`config.mk`:
```
export PLATFORM = sky130hd
export DESIGN_NAME = vga_sync_gen
export DESIGN_NICKNAME = d
export VERILOG_FILES = /design/src/rtl/vga_sync_gen.sv
export SDC_FILE = /design/constraint.sdc
export NUM_CORES = 1
export LEC_CHECK = 0
export CAP_MARGIN = 20
export CORE_AREA = 2 2 58 60
export CTS_BUF_LIST = sky130_fd_sc_hd__clkbuf_4
export CTS_CLUSTER_DIAMETER = 30
export DETAILED_ROUTE_END_ITERATION = 8
export DIE_AREA = 0 0 60 62
export HOLD_SLACK_MARGIN = 0.12
export PLACE_DENSITY = 0.75
export SYNTH_ARGS = -nofsm -noshare
export SYNTH_HDL_FRONTEND = slang
export SYNTH_SLANG_ARGS = --single-unit
```
`constraint.sdc`:
```
create_clock -name pixel_clock -period 2 [get_ports pixel_clock]
set_input_delay 0.2 -clock pixel_clock [delete_from_list [all_inputs] [get_ports pixel_clock]]
set_output_delay 0.2 -clock pixel_clock [all_outputs]
set_load 0.01 [all_outputs]
```
`src/rtl/vga_sync_gen.sv`:
```
// ============================================================================
// Module   : vga_sync_gen
// Purpose  : 640x480@60Hz VGA timing generator with latency-matched colour/sync
//            output stage. Optional frame counter ports under VGA_FRAME_CNT_EN.
// Revision : 1.0 - initial release
// ============================================================================
`timescale 1ns/1ps
`default_nettype none

module vga_sync_gen #(
    parameter int RGB_LAT = 1,
    parameter int H_VIS   = 640,
    parameter int H_FP    = 16,
    parameter int H_SYNC  = 96,
    parameter int H_BP    = 48,
    parameter int V_VIS   = 480,
    parameter int V_FP    = 10,
    parameter int V_SYNC  = 2,
    parameter int V_BP    = 33
) (
    input  logic       pixel_clock,
    input  logic       reset,
    input  logic       red_in,
    input  logic       green_in,
    input  logic       blue_in,
    output logic [9:0] pixel_column,
    output logic [9:0] pixel_row,
    output logic       horiz_sync,
    output logic       vert_sync,
    output logic       video_on,
`ifdef VGA_FRAME_CNT_EN
    output logic [15:0] frame_count,
    output logic        frame_start,
`endif
    output logic       vga_red,
    output logic       vga_green,
    output logic       vga_blue,
    output logic       vga_hsync,
    output logic       vga_vsync
);

    localparam logic [9:0] H_LAST       = 10'(H_VIS + H_FP + H_SYNC + H_BP - 1);
    localparam logic [9:0] H_SYNC_FIRST = 10'(H_VIS + H_FP);
    localparam logic [9:0] H_SYNC_LAST  = 10'(H_VIS + H_FP + H_SYNC - 1);
    localparam logic [9:0] H_VIS_END    = 10'(H_VIS);
    localparam logic [9:0] V_LAST       = 10'(V_VIS + V_FP + V_SYNC + V_BP - 1);
    localparam logic [9:0] V_SYNC_FIRST = 10'(V_VIS + V_FP);
    localparam logic [9:0] V_SYNC_LAST  = 10'(V_VIS + V_FP + V_SYNC - 1);
    localparam logic [9:0] V_VIS_END    = 10'(V_VIS);

    logic [9:0] column_next;
    logic [9:0] row_next;
    logic       line_end;
    logic       frame_end;

    always_comb begin
        line_end    = (pixel_column == H_LAST);
        frame_end   = line_end && (pixel_row == V_LAST);
        column_next = line_end ? 10'd0 : pixel_column + 10'd1;
        row_next    = pixel_row;
        if (frame_end)
            row_next = 10'd0;
        else if (line_end)
            row_next = pixel_row + 10'd1;
    end

    // Decodes are taken from the next counter value so they line up with it.
    always_ff @(posedge pixel_clock) begin
        if (!reset) begin
            pixel_column <= 10'd0;
            pixel_row    <= 10'd0;
            horiz_sync   <= 1'b1;
            vert_sync    <= 1'b1;
            video_on     <= 1'b0;
        end else begin
            pixel_column <= column_next;
            pixel_row    <= row_next;
            horiz_sync   <= !((column_next >= H_SYNC_FIRST) && (column_next <= H_SYNC_LAST));
            vert_sync    <= !((row_next >= V_SYNC_FIRST) && (row_next <= V_SYNC_LAST));
            video_on     <= (column_next < H_VIS_END) && (row_next < V_VIS_END);
        end
    end

`ifdef VGA_FRAME_CNT_EN
    always_ff @(posedge pixel_clock) begin
        if (!reset) begin
            frame_count <= 16'd0;
            frame_start <= 1'b0;
        end else begin
            frame_start <= (column_next == 10'd0) && (row_next == 10'd0);
            if (frame_end)
                frame_count <= frame_count + 16'd1;
        end
    end
`endif

    logic hsync_d;
    logic vsync_d;
    logic video_d;

    generate
        if (RGB_LAT == 0) begin : g_passthru
            assign hsync_d = horiz_sync;
            assign vsync_d = vert_sync;
            assign video_d = video_on;
        end else begin : g_delay
            logic [2:0] pipe [RGB_LAT];

            always_ff @(posedge pixel_clock) begin
                if (!reset) begin
                    for (int i = 0; i < RGB_LAT; i++)
                        pipe[i] <= 3'b110;
                end else begin
                    pipe[0] <= {horiz_sync, vert_sync, video_on};
                    for (int i = 1; i < RGB_LAT; i++)
                        pipe[i] <= pipe[i-1];
                end
            end

            assign {hsync_d, vsync_d, video_d} = pipe[RGB_LAT-1];
        end
    endgenerate

    // Colour arrives already RGB_LAT late, so only the blanking gate is applied here.
    assign vga_red   = red_in   & video_d;
    assign vga_green = green_in & video_d;
    assign vga_blue  = blue_in  & video_d;
    assign vga_hsync = hsync_d;
    assign vga_vsync = vsync_d;

endmodule

`default_nettype wire

```
==> flow_metrics.env, run 1 <==
export IMPL_synth_largest_area_cell="dfxtp_1"
export IMPL_pwr_share_seq_pct=54.5
export IMPL_slew_violations=0
export IMPL_yosysSeqAreaShare_pct=38.8
export IMPL_ant_nets=0
export IMPL_post_route_period_util_pct=102
export IMPL_slew_headroom_pct=69.6
export IMPL_place_hpwl_um=2550
export IMPL_worstPathArrival_ps=2270
export IMPL_startpoint_type="flip-flop"
export IMPL_die_width_um=60
export IMPL_vias=1325
export IMPL_ys_seq_elements=26
export IMPL_final_area_sq_mm=0.00198
export IMPL_swShare_pct=21.0
export IMPL_p_leak_nw=0.732
export IMPL_portBuffers=32
export IMPL_p_int_mw=0.770
export IMPL_cts_path_max_buffers=2
export IMPL_num_rows=21
export IMPL_cp_depth=8
export IMPL_routed_wirelength_um=3560
export IMPL_powerDensity_mw_per_mm2=492
export IMPL_die_y_um=62
export IMPL_drive_gt1_share_pct=20.0
export IMPL_cp_top_family="simple AND/OR/NAND/NOR gates"
export IMPL_multiInputGateArea_sq_um=858
export IMPL_place_congestion=0.857
export IMPL_required_ps=2220
export IMPL_end_kind="flip-flop"
export IMPL_core_area_sq_mm=0.00318
export IMPL_vias_per_cell=5.28
export IMPL_synth_flop_cell="dfxtp_1"
export IMPL_num_fill_cells=281
export IMPL_path_cells="ha_4, nand4_1, buf_6, nor4_4, xor2_1, nand2_1, nor4_4, nand4_1"
export IMPL_cts_root_buf="clkbuf_4"
export IMPL_firstDrtPassIters=4
export IMPL_hp_class="flip-flop to flip-flop"
export IMPL_crit_type="flip-flop to flip-flop"
export IMPL_timing_fmax_ghz=0.488
export IMPL_worst_pin_slew_ps=455
export IMPL_syn_nets=163
export IMPL_place_area_sq_mm=0.00183
export IMPL_combPwrFrac_pct=7.4
export IMPL_grt_ovfl_total=0
export IMPL_top_usage_layer="met2"
export IMPL_h_tree_depth=1
export IMPL_gr_usage_met2_pct=35.9
export IMPL_start_util_pct=42.1
export IMPL_cts_sinks=26
export IMPL_yosysWarnings=0
export IMPL_syn_cell_area_sq_mm=0.00134
export IMPL_ys_top_cells_by_count="26 x dfxtp_1, 14 x nor2_1, 12 x nand2_1"
export IMPL_crit_buf_inv=1
export IMPL_die_area_sq_mm=0.00372
export IMPL_power_frac_clock_pct=38.1
export IMPL_cts_tree="done"
export IMPL_violations="setup timing"
export IMPL_use_met1_pct=22.8
export IMPL_rsz0062_at_grt="true"
export IMPL_postSynthCellCount=154
export IMPL_cts_clk_slew_worst_paths_ps=160
export IMPL_drc=0
export IMPL_p_sw_mw=0.205
export IMPL_synth_top_area_share_pct=38.8
export IMPL_whs_path_depth=1
export IMPL_synth_edff_count=0
export IMPL_grt_max_degree=16
export IMPL_slowest_stage="dfxtp_4"
export IMPL_grt_pass1_vias=1323
export IMPL_antennaDiodeCount=0
export IMPL_grtUsageTotal_pct=19.9
export IMPL_post_drt_wl_per_cell_um=14.2
export IMPL_finalSetupViolCount=2
export IMPL_synth_most_common_cell="dfxtp_1"
export IMPL_maxCapViolCount=0
export IMPL_cp_max_fo=3
export IMPL_fin_crit_ps=2050
export IMPL_syn_avg_cell_area_sq_um=8.70
export IMPL_async_flop_share_pct=0
export IMPL_status="complete, but fails checks"
export IMPL_grt_pass1_wl_um=5580
export IMPL_antenna_found_initial=0
export IMPL_met3_usage_pct=3.31
export IMPL_drt_iter0_drc=49
export IMPL_fin_ws_ps=-47.8
export IMPL_final_nets=215
export IMPL_cts_buffers=3
export IMPL_max_stage_delay_ps=380
export IMPL_total_power_mw=0.976
export IMPL_r2r_worst_path_cells=8
export IMPL_ioPinCount=33
export IMPL_register_area_sq_um=527
export IMPL_clk_latency_ps=330
export IMPL_vdd_drop_max_mv=0.376
export IMPL_area_growth_pct=48.1
export IMPL_yosysUniqueCellTypes=41
export IMPL_skew_ps=12.3
export IMPL_finalHoldViolCount=0
export IMPL_yosys_top_cells_area="dfxtp_1 39%, xnor2_1 5.9%, and2_1 4.7%"
## path summary, 6_finish.rpt
check	from	endpoint	slack (ps)
setup / recovery	pixel_column[0]	vert_sync	-50
hold / removal	horiz_sync	g_delay.pipe[0][2]	450
setup reg to reg	pixel_column[0]	vert_sync	-50
hold reg to reg	horiz_sync	g_delay.pipe[0][2]	450
## power by group through the flow
stage	logic [mW]	clock network [mW]	registers [mW]
2_1_floorplan	0.0185	0	0.549
3_3_place_gp	0.0687	0	0.542
3_5_place_dp	0.0700	0	0.542
4_1_cts	0.0711	0.379	0.531
5_1_grt	0.0782	0.401	0.533
6_report	0.0726	0.372	0.531
## per-stage QoR
step                      util [%]  setup WS (ps)  instances  hold slack (ps)  setup TNS, ps
after global routing          62.4           -150        251              491           -254
final                         62.4          -47.8        251              455          -55.6
after detailed placement      57.7          -13.2        244              425          -13.2
after floorplan                  -           19.4        154              273              0
after global placement        57.7           75.6        244              414              0
after CTS                     60.1          -27.8        249              456          -39.4
## repair_timing
item                       4_1_cts  5_1_grt
gates cloned                     0        0
setup endpoints to repair        1        2
hold buffers                     0        0
pin swaps                        2        5
setup buffers                    1        2
gates resized for setup          3        9
## final cells by class
class	instances	share of cell area, %
Sequential cell	26	26.5
Tap cell	46	2.90
Timing Repair Buffer	51	23.5
Clock inverter	1	1.51
Multi-Input combinational cell	118	43.3
Inverter	6	1.13
Clock buffer	3	1.13
## layer usage
metal | vias up | wire length (um)
li1 | 640 | -
met1 | 629 | 1520
met2 | 48 | 1760
met3 | 8 | 165
met4 | 0 | 110
met5 | - | 0
## cell usage in the layout (no fill, tap or decap), types with 3 or more instances in the layout
| master | count |
|---|---|
| nand3_1 | 10 |
| clkbuf_4 | 3 |
| nor2b_1 | 4 |
| o21ai_0 | 3 |
| buf_4 | 18 |
| nor4_4 | 3 |
| a21oi_1 | 4 |
| and2_1 | 10 |
| xor2_1 | 6 |
| dfxtp_1 | 23 |
| xnor2_1 | 8 |
| nand4_1 | 6 |
| nor3_1 | 4 |
| ha_1 | 3 |
| clkdlybuf4s50_1 | 32 |
| inv_1 | 6 |
| nor2_1 | 14 |
| nand2_1 | 12 |
## sequential cells by signal, summed over array words and instances (netlist names)
name,count
pixel_row,10
video_on,1
g_delay.pipe,3
horiz_sync,1
pixel_column,10
vert_sync,1
## cell families after synthesis
logic type,count (synthesis),share of synthesized area (%)
flops,26,38.8
fa+ha+maj,4,3.73
xor+xnor,15,9.80
compound gates,18,9.06
simple gates,80,34.5
buf+inv,10,3.36
mux,1,0.747
Note: power is estimated with default switching activity, not from simulation.
==> run 2, diff against run 1 <==
==> config.mk (replaced) <==
export PLATFORM = sky130hd
export DESIGN_NAME = vga_sync_gen
export DESIGN_NICKNAME = d
export VERILOG_FILES = /design/src/rtl/vga_sync_gen.sv
export SDC_FILE = /design/constraint.sdc
export NUM_CORES = 1
export LEC_CHECK = 0
export CAP_MARGIN = 20
export CORE_AREA = 2 2 57 59
export CTS_BUF_LIST = sky130_fd_sc_hd__clkbuf_4
export CTS_CLUSTER_DIAMETER = 30
export DETAILED_ROUTE_END_ITERATION = 8
export DIE_AREA = 0 0 59 61
export HOLD_SLACK_MARGIN = 0.08
export MAX_ROUTING_LAYER = met4
export PLACE_DENSITY = 0.77
export SYNTH_ARGS = -nofsm -noshare
export SYNTH_HDL_FRONTEND = slang
export SYNTH_SLANG_ARGS = --single-unit
==> run 2 against run 1 <==
Effect of this change: the flow now finishes without violations; count of clock-buffer cells in the layout unchanged; via count decreased by 0.23%; final cell count decreased by 4.4%; global-route usage increased by 1.8 points; sequential cell count unchanged; worst hold slack improved by 4.4 ps; core utilization increased by 2.7 points; critical endpoint is now video_on.
==> flow_metrics.env, run 2 (same netlist as run 1, synthesis figures left out) <==
export IMPL_drive_gt1_share_pct=19.8
export IMPL_fin_crit_ps=1890
export IMPL_die_y_um=61
export IMPL_finalSetupViolCount=0
export IMPL_place_hpwl_um=2590
export IMPL_vias_per_cell=5.51
export IMPL_crit_type="flip-flop to flip-flop"
export IMPL_rsz0062_at_grt="false"
export IMPL_slowest_stage="or3_4"
export IMPL_antennaDiodeCount=0
export IMPL_grt_pass1_wl_um=5850
export IMPL_slew_violations=0
export IMPL_ioPinCount=33
export IMPL_slew_headroom_pct=73.8
export IMPL_worstPathArrival_ps=2150
export IMPL_cts_tree="done"
export IMPL_h_tree_depth=1
export IMPL_cts_sinks=26
export IMPL_post_route_period_util_pct=94.7
export IMPL_final_nets=217
export IMPL_antenna_found_initial=0
export IMPL_r2r_worst_path_cells=6
export IMPL_max_stage_delay_ps=430
export IMPL_cts_clk_slew_worst_paths_ps=140
export IMPL_end_kind="flip-flop"
export IMPL_startpoint_type="flip-flop"
export IMPL_status="finished, final reports clean"
export IMPL_ant_nets=0
export IMPL_placedCellCount=233
export IMPL_largestRegisters="pixel_column: 10 flops, pixel_row: 10 flops, g_delay.pipe: 3 flops"
export IMPL_r2r_start="pixel_column[6]"
export IMPL_vdd_drop_max_mv=0.279
export IMPL_hold_start="horiz_sync"
export IMPL_timing_fmax_ghz=0.528
export IMPL_grt_pass1_vias=1303
export IMPL_num_fill_cells=258
export IMPL_firstDrtPassIters=4
export IMPL_worst_pin_slew_ps=392
export IMPL_vias=1322
export IMPL_drc=0
export IMPL_fin_tns_setup_ps=0
export IMPL_core_area_sq_mm=0.00295
export IMPL_maxCapViolCount=0
export IMPL_skew_ps=10.0
export IMPL_die_area_sq_mm=0.00360
export IMPL_required_ps=2260
export IMPL_start_util_pct=45.4
export IMPL_post_drt_wl_per_cell_um=14.2
export IMPL_whs_path_depth=1
export IMPL_whs_endpoint="g_delay.pipe[0][2]"
export IMPL_routed_wirelength_um=3410
export IMPL_reg2reg_to="video_on"
export IMPL_powerDensity_mw_per_mm2=432
export IMPL_place_area_sq_mm=0.00183
export IMPL_hp_class="flip-flop to flip-flop"
export IMPL_portBuffers=32
export IMPL_drt_iter0_drc=81
export IMPL_r2r_slack_ps=110
export IMPL_clk_latency_ps=330
export IMPL_final_cell_mix="32 x clkdlybuf4s50_1, 24 x dfxtp_1, 21 x buf_4"
export IMPL_cts_buffers=3
export IMPL_cts_root_buf="clkbuf_4"
export IMPL_num_rows=20
export IMPL_place_congestion=0.910
export IMPL_grt_max_degree=15
export IMPL_area_growth_pct=43.5
export IMPL_mostFrequentLayoutCell="clkdlybuf4s50_1"
export IMPL_finalHoldViolCount=0
export IMPL_final_area_sq_mm=0.00192
export IMPL_grtUsageTotal_pct=21.7
export IMPL_cts_path_max_buffers=2
export IMPL_fin_cells=240
export IMPL_grt_ovfl_total=0
export IMPL_holdWs_ps=459
export IMPL_crit_top_cell="or3_4"
export IMPL_die_width_um=59
export IMPL_p_leak_nw=0.720
export IMPL_path_cells="or3_4, or3_4, buf_4, a21o_1, a21oi_2, nor4bb_1"
export IMPL_cp_max_fo=9
## run 2: metal layers
layer  GRT usage [%]  up-vias  share of wire, %  wire [um]
met2            36.0       48                50       1710
met5               -        -                 0          0
li1                -      644                 -          -
met3            1.92        4               4.3        145
met1            27.6      626                44       1500
met4            8.12        0               1.6         53
## run 2: worst max-delay path by stage
stage	from	end	slack (ps)	depth (start not counted)
floorplan	pixel_column[1]	video_on	20	7
global placement	pixel_column[0]	video_on	50	7
detailed placement	pixel_column[0]	video_on	-20	7
CTS	pixel_column[5]	video_on	30	6
global route	pixel_column[0]	vert_sync	8	9
finish	pixel_column[6]	video_on	110	6
## run 2: power breakdown
part	total, mW	switching (mW)	internal, mW	leakage, nW
logic	0.0690	0.0291	0.0398	0.493
registers	0.531	0.00591	0.526	0.212
clock network	0.231	0.158	0.0733	0.0154
total	0.831	0.193	0.639	0.720
## run 2: per-stage QoR
stage               utilization (%)  setup WS (ps)  total power, mW
floorplan                         -           19.4            0.567
global placement               62.0           47.3            0.611
detailed placement             62.0          -19.1            0.612
CTS                            63.4           25.5            0.841
global route                   65.1           8.04            0.865
finish                         65.1            105            0.831
## run 2: critical path: cells and delay by family, from the launching register on
kind            cells  cell delay, ps
simple gates        3             990
flops               1             340
compound gates      2             320
buf+inv             1             180
## run 2: final cells by class
cell class / count / area, sq um / share of cell area (%)
Clock buffer: 3 / 22.5 / 1.17
Timing Repair Buffer: 53 / 478 / 24.9
Sequential cell: 26 / 526 / 27.3
Clock inverter: 1 / 3.75 / 0.195
Multi-Input combinational cell: 118 / 830 / 43.1
Inverter: 6 / 22.5 / 1.17
Tap cell: 33 / 41.3 / 2.15
## run 2: repair_timing
action                                  in CTS  in global routing
endpoints found under the setup margin       2                  2
hold buffers                                 0                  0
resized for setup                            0                  7
setup buffers                                2                  1
pin swaps                                    1                  6
